--- src/rtl/flt_add_seq.sv ---
// Multi-cycle floating-point adder/subtractor: one bit of alignment or normalisation per clock,
// round-to-nearest-even, no subnormals (exp==0 is zero), exp all-ones is infinity.
//
// state | meaning
// IDLE  | waiting for start; operands captured on an accepted start
// ALIGN | right-shift the smaller mantissa one bit per cycle
// ADD   | magnitude add or subtract, larger minus smaller
// NORM  | one right shift on carry, else left shifts until the hidden bit is set
// ROUND | round to nearest even, then pack the result word
// DONE  | result valid for one cycle
module flt_add_seq #(
  parameter int EXP_W = 5,
  parameter int MAN_W = 10
) (
  input  logic                 clk,
  input  logic                 reset,
  input  logic                 start,
  input  logic                 sub,
  input  logic [EXP_W+MAN_W:0] op_a,
  input  logic [EXP_W+MAN_W:0] op_b,
  output logic [EXP_W+MAN_W:0] result,
  output logic                 busy,
  output logic                 done
);

  localparam int W      = 1 + EXP_W + MAN_W;
  localparam int FW     = MAN_W + 5;  // carry, hidden, fraction, guard, round, sticky
  localparam int SW     = MAN_W + 4;  // hidden, fraction, guard, round, sticky
  localparam int MAX_SH = MAN_W + 3;
  localparam int CW     = $clog2(MAX_SH + 1);
  localparam logic [EXP_W-1:0] EXP_ONES = '1;

  localparam logic [2:0] S_IDLE  = 3'd0;
  localparam logic [2:0] S_ALIGN = 3'd1;
  localparam logic [2:0] S_ADD   = 3'd2;
  localparam logic [2:0] S_NORM  = 3'd3;
  localparam logic [2:0] S_ROUND = 3'd4;
  localparam logic [2:0] S_DONE  = 3'd5;

  logic [2:0]       state;
  logic             sign_r;
  logic [EXP_W:0]   exp_r;
  logic [MAN_W:0]   big_m;
  logic [SW-1:0]    small_m;
  logic [FW-1:0]    acc;
  logic             eff_sub;
  logic [CW-1:0]    cnt;
  logic             special;
  logic [W-1:0]     spec_val;
  logic             zero_res;

  logic             a_sign, b_sign, b_sign_eff;
  logic [EXP_W-1:0] a_exp, b_exp, exp_diff;
  logic [MAN_W:0]   a_mant, b_mant;
  logic             a_zero, b_zero, a_inf, b_inf, a_ge;
  logic [CW-1:0]    shift_n;
  logic [W-1:0]     spec_in;

  logic [FW-1:0]    big_ext, small_ext, sum_w;
  logic             rup;
  logic [MAN_W:0]   frac_rnd;
  logic [EXP_W:0]   exp_fin;
  logic [W-1:0]     final_val;

  assign a_sign     = op_a[W-1];
  assign b_sign     = op_b[W-1];
  assign b_sign_eff = b_sign ^ sub;
  assign a_exp      = op_a[W-2:MAN_W];
  assign b_exp      = op_b[W-2:MAN_W];
  assign a_zero     = (a_exp == '0);
  assign b_zero     = (b_exp == '0);
  assign a_inf      = (a_exp == EXP_ONES);
  assign b_inf      = (b_exp == EXP_ONES);
  assign a_mant     = {~a_zero, op_a[MAN_W-1:0]};
  assign b_mant     = {~b_zero, op_b[MAN_W-1:0]};
  assign a_ge       = (op_a[W-2:0] >= op_b[W-2:0]);
  assign exp_diff   = a_ge ? (a_exp - b_exp) : (b_exp - a_exp);

  // Beyond MAX_SH shifts every bit already sits in sticky, so further shifts change nothing.
  always_comb begin
    if (int'(exp_diff) > MAX_SH) shift_n = CW'(MAX_SH);
    else                         shift_n = CW'(exp_diff);
  end

  always_comb begin
    spec_in = op_a;
    if (a_inf)                 spec_in = op_a;
    else if (b_inf)            spec_in = op_b;
    else if (a_zero && b_zero) spec_in = '0;
    else if (a_zero)           spec_in = {b_sign_eff, op_b[W-2:0]};
    else                       spec_in = op_a;
  end

  assign big_ext   = {1'b0, big_m, 3'b000};
  assign small_ext = {1'b0, small_m};
  assign sum_w     = eff_sub ? (big_ext - small_ext) : (big_ext + small_ext);

  // Ties go up only when the kept LSB is odd.
  assign rup      = acc[2] & (acc[1] | acc[0] | acc[3]);
  assign frac_rnd = {1'b0, acc[MAN_W+2:3]} + {{MAN_W{1'b0}}, rup};
  assign exp_fin  = exp_r + {{EXP_W{1'b0}}, frac_rnd[MAN_W]};

  always_comb begin
    if (special)                         final_val = spec_val;
    else if (zero_res)                   final_val = {sign_r, {(W-1){1'b0}}};
    else if (exp_fin >= {1'b0, EXP_ONES}) final_val = {sign_r, EXP_ONES, {MAN_W{1'b0}}};
    else                                 final_val = {sign_r, exp_fin[EXP_W-1:0], frac_rnd[MAN_W-1:0]};
  end

  assign busy = (state != S_IDLE);
  assign done = (state == S_DONE);

  always_ff @(posedge clk or posedge reset) begin
    if (reset) begin
      state    <= S_IDLE;
      sign_r   <= 1'b0;
      exp_r    <= '0;
      big_m    <= '0;
      small_m  <= '0;
      acc      <= '0;
      eff_sub  <= 1'b0;
      cnt      <= '0;
      special  <= 1'b0;
      spec_val <= '0;
      zero_res <= 1'b0;
      result   <= '0;
    end else begin
      case (state)
        S_IDLE: begin
          if (start) begin
            eff_sub  <= a_sign ^ b_sign ^ sub;
            special  <= a_zero | b_zero | a_inf | b_inf;
            spec_val <= spec_in;
            zero_res <= 1'b0;
            cnt      <= (a_zero | b_zero | a_inf | b_inf) ? '0 : shift_n;
            if (a_ge) begin
              sign_r  <= a_sign;
              exp_r   <= {1'b0, a_exp};
              big_m   <= a_mant;
              small_m <= {b_mant, 3'b000};
            end else begin
              sign_r  <= b_sign_eff;
              exp_r   <= {1'b0, b_exp};
              big_m   <= b_mant;
              small_m <= {a_mant, 3'b000};
            end
            state <= S_ALIGN;
          end
        end
        S_ALIGN: begin
          if (cnt != '0) begin
            small_m <= {1'b0, small_m[SW-1:2], small_m[1] | small_m[0]};
            cnt     <= cnt - 1'b1;
          end
          if (cnt == '0 || cnt == CW'(1)) state <= S_ADD;
        end
        S_ADD: begin
          acc <= sum_w;
          if (sum_w == '0) begin
            zero_res <= 1'b1;
            sign_r   <= 1'b0;
          end
          state <= S_NORM;
        end
        S_NORM: begin
          if (special || zero_res) begin
            state <= S_ROUND;
          end else if (acc[FW-1]) begin
            acc   <= {1'b0, acc[FW-1:2], acc[1] | acc[0]};
            exp_r <= exp_r + 1'b1;
            state <= S_ROUND;
          end else if (acc[FW-2]) begin
            state <= S_ROUND;
          end else if (exp_r == (EXP_W+1)'(1)) begin
            zero_res <= 1'b1;
            state    <= S_ROUND;
          end else begin
            acc   <= {acc[FW-2:0], 1'b0};
            exp_r <= exp_r - 1'b1;
            if (acc[FW-3]) state <= S_ROUND;
          end
        end
        S_ROUND: begin
          result <= final_val;
          state  <= S_DONE;
        end
        S_DONE:  state <= S_IDLE;
        default: state <= S_IDLE;
      endcase
    end
  end

endmodule

--- config.mk ---
export PLATFORM = sky130hd
export DESIGN_NAME = flt_add_seq
export DESIGN_NICKNAME = d
export VERILOG_FILES = /design/src/rtl/flt_add_seq.sv
export SDC_FILE = /design/constraint.sdc
export NUM_CORES = 1
export LEC_CHECK = 0
export CAP_MARGIN = 25
export CELL_PAD_IN_SITES_DETAIL_PLACEMENT = 1
export CELL_PAD_IN_SITES_GLOBAL_PLACEMENT = 1
export CORE_AREA = 2 2 128 130
export DETAILED_ROUTE_END_ITERATION = 8
export DIE_AREA = 0 0 130 132
export GPL_TIMING_DRIVEN = 0
export PLACE_DENSITY = 0.83
export SKIP_LAST_GASP = 1
export SLEW_MARGIN = 5
export SYNTH_ARGS = -nofsm -noshare
export SYNTH_HDL_FRONTEND = slang
export SYNTH_SLANG_ARGS = --single-unit
--- constraint.sdc ---
create_clock -name clk -period 4.2 [get_ports clk]
set_input_delay 0.84 -clock clk [delete_from_list [all_inputs] [get_ports clk]]
set_output_delay 0.84 -clock clk [all_outputs]
set_load 0.05 [all_outputs]
==> results.py, run 1 <==
metrics = {
    "placement": {
        "hpwl_um": 16200,
        "dpl.cell_count": 1110,
        "place_area_um2": 7790,
        "place.gp.congestion": 0.918,
        "portBuffers": 53,
    },
    "drt": {
        "drt_iter0_drc": 335,
        "drt-total-wl_um": 20900,
        "vias_per_cell": 5.69,
        "m1WireLength_um": 9770,
        "drtAntennaViolNets": 0,
        "top_layer_used": "met4",
        "first_pass_iters": 4,
        "route.met2.wl_um": 10100,
        "drc": 0,
        "wl_met3_um": 786,
        "vias": 6391,
        "avgRoutedWirePerCell_um": 18.6,
    },
    "layout": {
        "drive_gt1_frac": 0.0507,
        "area_growth_pct": 15.9,
        "stdcell_area_um2": 8070,
        "diodes": 0,
        "layout.nets": 995,
        "utilization": 0.514,
        "instances_no_fill": 1124,
    },
    "worst_setup_path": {
        "path_cells": "clkdlybuf4s50_1, inv_1, ha_1, buf_2, a21o_1, a21o_1, a21oi_1, o41ai_2, nor2_2, buf_4, mux2i_1, a21boi_0, o22a_1",
        "cp.required_ps": 4450,
        "worst-setup-path-type": "in2reg",
        "crit_family": "buffers and inverters",
        "endpoint_kind": "flip-flop",
        "path_buf_inv": 4,
        "cp-startpoint": "op_a[12]",
        "reg2reg_slack_ps": 630,
        "ff2ff_path_depth": 14,
        "cpPeakStageDelay_ps": 570,
        "arrival_ps": 4000,
        "critPathMostFrequentCell": "a21o_1",
        "cp_slowest_cell": "clkdlybuf4s50_1",
        "critPathMaxFanout": 10,
        "cp-start-kind": "input pin",
        "worstSetupEndpoint": "exp_r[4]",
        "worstReg2RegEnd": "result[1]",
        "worst-path-stages": 13,
        "reg2reg_from": "acc[3]",
    },
    "flow_run": {
        "max_cap_violations": 0,
    },
    "floorplanning": {
        "initial_utilization": 0.443,
        "fp.dieArea_um2": 17200,
        "core_area_um2": 15700,
        "ios": 54,
        "die_x_um": 130,
        "dieHeight_um": 132,
        "num_rows": 46,
    },
    "cts": {
        "hold_buffers": 0,
        "clk_latency_ps": 370,
        "root_buffer": "clkbuf_16",
        "clockBufferDepth": 2,
        "post_cts_buffers": 0,
        "clkSinkCount": 89,
        "path_clk_slew_ps": 60,
        "cts-resized-gates": 0,
        "cts_buffers": 9,
        "cts_tree": "yes",
        "cts_max_level": 3,
    },
    "timing": {
        "slew_viol_final": 0,
        "setup_viol": 0,
        "clock.fmax_mhz": 266,
        "tns_ps": 0,
        "hold_viol_final": 0,
        "tightestPinTransition_ps": 859,
        "skew_ps": 10.5,
        "period_minus_slack_ps": 3750,
        "rsz0062_at_grt": "false",
        "fin_crit_sh": 0.894,
        "max-slew-margin-rel": 0.426,
    },
    "logic_synthesis": {
        "ys_warn_count": 0,
        "synthTopCellsByArea": "dfrtp_1, ha_1, mux2i_1, nand2_1, a21oi_1",
        "synth_seq_cells": 89,
        "synth_cells": 840,
        "ys_top_cells_by_count": "nand2_1, dfrtp_1, nor2_1, a21oi_1, o21ai_0",
        "synth.largest_area_cell": "dfrtp_1",
        "synth_nets": 930,
        "async_flop_share": 1.00,
        "syn_avg_cell_area_um2": 8.29,
        "synth_area_um2": 6960,
        "synth.most_common_cell": "nand2_1",
        "ys.flop_type": "dfrtp_1",
        "ys_seq_area_frac": 0.320,
        "ys_types": 78,
        "yosysTopAreaCellShare": 0.320,
        "synth_edf_count": 0,
    },
    "pwr": {
        "power.density_nw_per_um2": 814,
        "vdd.ir_drop.worst_mv": 0.316,
        "total_leakage_power_nw": 3.61,
    },
    "global_routing": {
        "grt_overflow": 0,
        "grt_use_total": 0.254,
        "first_global_vias": 6581,
        "grt_pass1_wl_um": 34100,
        "grt_max_degree": 52,
        "antenna_found_initial": 0,
    },
    "worst_hold_path": {
        "hold_path.class": "reg2reg",
    },
    "status": {
        "status": "complete, no violations",
    },
}
## worst min path at each step
stage	from	slack, ps	cells after the start	endpoint
2_1_floorplan	spec_val[15]	450	1	spec_val[15]
3_3_place_gp	spec_val[3]	500	2	spec_val[3]
3_5_place_dp	small_m[3]	510	1	small_m[3]
4_1_cts	small_m[3]	520	1	small_m[3]
5_1_grt	small_m[3]	550	1	small_m[3]
6_report	small_m[3]	520	1	small_m[3]
## area by class of cell
class,instances,area [um2]
Clock buffer,11,233
Multi-Input combinational cell,646,4270
Sequential cell,89,2230
Buffer,52,263
Inverter,53,201
Fill cell,1908,7640
Timing Repair Buffer,54,558
Tap cell,216,270
Clock inverter,3,43.8
## cells in the final DEF, fill, tap and decap left out, types with 20 or more instances in the layout
master	n
clkdlybuf4s50_1	53
ha_1	51
xnor2_1	20
nor2_1	75
dfrtp_1	89
o21ai_0	59
inv_1	52
a21oi_1	71
nand2_1	96
mux2i_1	36
clkbuf_1	39
## cell families (layout without fill, tap and decap cells)
logic type	Yosys count	after routing	share of synthesized area
mux	39	39	0.0566
fa+ha+maj	55	55	0.102
buf+inv	105	173	0.0663
flops	89	89	0.320
compound gates	260	260	0.241
xor+xnor	29	29	0.0365
simple gates	263	263	0.178
## power by group
part           total, mW  internal [mW]  leakage [nW]  switching [mW]
Clock              0.806          0.455         0.135           0.351
Sequential          1.70           1.27          1.09           0.430
Combinational       4.07           1.56          2.39            2.51
Total               6.57           3.28          3.61            3.29
## flip-flops by register name, summed over array words and instances, names as in the netlist, 3 cells and up
signal    flops
acc          15
spec_val     16
big_m        11
result       16
state         3
exp_r         6
small_m      14
cnt           4
## worst reg2reg max path, cell delays in order (launching register included)
cell and delay, ps:
dfrtp_1 430, and2_1 210, ha_1 210, nand3_1 120, nor2_1 250, and3_1 230
ha_1 170, ha_1 180, xnor2_1 150, nor2_1 80, maj3_1 370, o21a_1 200
nor2_1 530, a22oi_1 170, a21oi_1 200
## per-stage QoR
stage / hold slack, ps / setup slack (ps) / power [mW]
floorplan: 450 / 1050 / 4.54
global placement: 496 / -473 / 5.59
detailed placement: 506 / 92.0 / 5.73
CTS: 519 / 438 / 6.57
global route: 548 / 296 / 7.12
finish: 521 / 446 / 6.57
## per-layer routing
layer | vias up | global-route usage
met5 | - | 0
met4 | 0 | 0.0783
met2 | 103 | 0.418
met1 | 3142 | 0.345
li1 | 3130 | -
met3 | 16 | 0.0365
Power figures use the tool's default switching activity.
==> run 2, diff against run 1 <==
--- a/config.mk
+++ b/config.mk
@@ -5,14 +5,15 @@
 export SDC_FILE = /design/constraint.sdc
 export NUM_CORES = 1
 export LEC_CHECK = 0
-export CAP_MARGIN = 25
+export CAP_MARGIN = 10
 export CELL_PAD_IN_SITES_DETAIL_PLACEMENT = 1
 export CELL_PAD_IN_SITES_GLOBAL_PLACEMENT = 1
-export CORE_AREA = 2 2 128 130
+export CORE_AREA = 2 2 98 170
+export CTS_CLUSTER_SIZE = 28
 export DETAILED_ROUTE_END_ITERATION = 8
-export DIE_AREA = 0 0 130 132
+export DIE_AREA = 0 0 100 172
 export GPL_TIMING_DRIVEN = 0
-export PLACE_DENSITY = 0.83
+export PLACE_DENSITY = 0.82
 export SKIP_LAST_GASP = 1
 export SLEW_MARGIN = 5
 export SYNTH_ARGS = -nofsm -noshare
==> run 2 against run 1 <==
Clock-buffer cell count down 1. Die area up 0.23%. Global-route usage up 0.14 points. Combinational power up 1%. Highest routed layer unchanged. Clock skew down 2.5 ps. Sequential power down 3%. Non-clock buffer count unchanged.
==> results.py, run 2 (same netlist as run 1, synthesis figures left out) <==
metrics = {
    "drt": {
        "drtAntennaViolNets": 0,
        "first_pass_iters": 4,
        "drt-total-wl_um": 21500,
        "vias_per_cell": 5.90,
        "drt_iter0_drc": 236,
        "vias": 6482,
        "avgRoutedWirePerCell_um": 19.5,
        "drc": 0,
    },
    "floorplanning": {
        "die_x_um": 100,
        "dieHeight_um": 172,
        "ios": 54,
        "num_rows": 61,
        "core_area_um2": 15900,
        "initial_utilization": 0.439,
        "fp.dieArea_um2": 17200,
    },
    "layout": {
        "utilization": 0.509,
        "final_common_cell": "nand2_1",
        "layout.nets": 995,
        "area_growth_pct": 16.0,
        "instances_no_fill": 1099,
        "drive_gt1_frac": 0.0538,
        "diodes": 0,
        "reg.largest.list": "result x16, spec_val x16, acc x15",
        "layout_common_cells": "nand2_1, dfrtp_1, nor2_1",
    },
    "global_routing": {
        "grt.busiest_layer": "met2",
        "grt_max_degree": 56,
        "grt_use_total": 0.256,
        "grt_overflow": 0,
        "grt_use_met2": 0.504,
        "use_met1": 0.274,
        "antenna_found_initial": 0,
        "grtUsageMet3": 0.0210,
        "first_global_vias": 6874,
        "grt_pass1_wl_um": 34700,
    },
    "worst_setup_path": {
        "reg2reg_from": "acc[3]",
        "critPathMaxFanout": 10,
        "worst-setup-path-type": "in2reg",
        "reg2reg_slack_ps": 610,
        "endpoint_kind": "flip-flop",
        "worstReg2RegEnd": "result[3]",
        "ff2ff_path_depth": 14,
        "cp.required_ps": 4430,
        "arrival_ps": 3970,
        "cp-start-kind": "input pin",
        "cp-startpoint": "op_a[12]",
        "worstSetupEndpoint": "exp_r[3]",
    },
    "timing": {
        "worst_hold_slack_ps": 514,
        "skew_ps": 8.01,
        "clock.fmax_mhz": 267,
        "rsz0062_at_grt": "false",
        "setup_viol": 0,
        "tightestPinTransition_ps": 811,
        "period_minus_slack_ps": 3740,
        "max-slew-margin-rel": 0.458,
        "tns_ps": 0,
        "fin_crit_sh": 0.890,
        "hold_viol_final": 0,
        "slew_viol_final": 0,
    },
    "flow_run": {
        "max_cap_violations": 0,
    },
    "placement": {
        "dpl.cell_count": 1083,
        "portBuffers": 53,
        "hpwl_um": 17200,
        "place.gp.congestion": 0.885,
    },
    "cts": {
        "cts-resized-gates": 0,
        "cts_buffers": 9,
        "cts_max_level": 3,
        "clockBufferDepth": 2,
        "cts_tree": "yes",
        "clk_latency_ps": 350,
        "post_cts_buffers": 0,
        "clkSinkCount": 89,
        "hold_buffers": 0,
        "root_buffer": "clkbuf_16",
        "path_clk_slew_ps": 70,
    },
    "pwr": {
        "power.density_nw_per_um2": 823,
        "total_leakage_power_nw": 3.62,
        "vdd.ir_drop.worst_mv": 0.224,
    },
    "worst_hold_path": {
        "hold_path.class": "reg2reg",
    },
    "status": {
        "status": "complete, no violations",
    },
}
==> run 2: changes by cell type in the layout (fill, tap and decap cells not counted) <==
cell | previous run | this run
bufinv_16 | 1 | 2
clkbuf_1 | 39 | 38
clkinv_2 | 1 | 0
clkinv_4 | 1 | 0
clkinvlp_4 | 0 | 3
inv_6 | 0 | 1
==> run 2: worst min-delay path by stage <==
stage                         to          from  cells after the start
floorplan           spec_val[15]  spec_val[15]                      1
global placement    spec_val[15]  spec_val[15]                      1
CTS                   small_m[3]    small_m[3]                      1
global route         spec_val[3]   spec_val[3]                      2
detailed placement   spec_val[0]   spec_val[0]                      2
finish                small_m[3]    small_m[3]                      1
==> run 2: worst max-delay path, stage by stage <==
cell and delay (ps):
clkdlybuf4s50_1 580, inv_1 90, ha_1 290, buf_2 180, a21o_1 170, a21o_1 170
a21oi_1 260, o41ai_2 150, nor2_2 300, buf_4 300, mux2i_1 300, a21oi_1 130
o22a_1 220
==> run 2: where the power goes <==
group	total (mW)	switching, mW	leakage, nW	internal, mW
registers	1.65	0.386	1.09	1.27
clock network	0.887	0.363	0.145	0.524
logic	4.11	2.54	2.39	1.56
total	6.65	3.29	3.62	3.35
==> run 2: layer usage <==
| metal | wire length, um | up-vias |
|---|---|---|
| li1 | - | 3129 |
| met1 | 8360 | 3222 |
| met4 | 736 | 0 |
| met5 | 0 | - |
| met3 | 309 | 38 |
| met2 | 12100 | 93 |
==> run 2: metrics by stage <==
stage	power (mW)	area (um2)	setup WS (ps)
after detailed placement	5.73	7760	105
after global routing	7.16	8080	309
after floorplan	4.54	6960	1050
after global placement	5.57	7730	-458
after CTS	6.66	8080	459
final	6.65	8080	461
==> run 2: area by class of cell <==
type	count	area (um2)
buffer	52	263
clock buffer	10	229
clock inverter	6	91.3
fill	1955	7790
inverter	53	201
multi-input combinational	646	4270
sequential	89	2230
tap	189	236
timing repair buffer	54	558
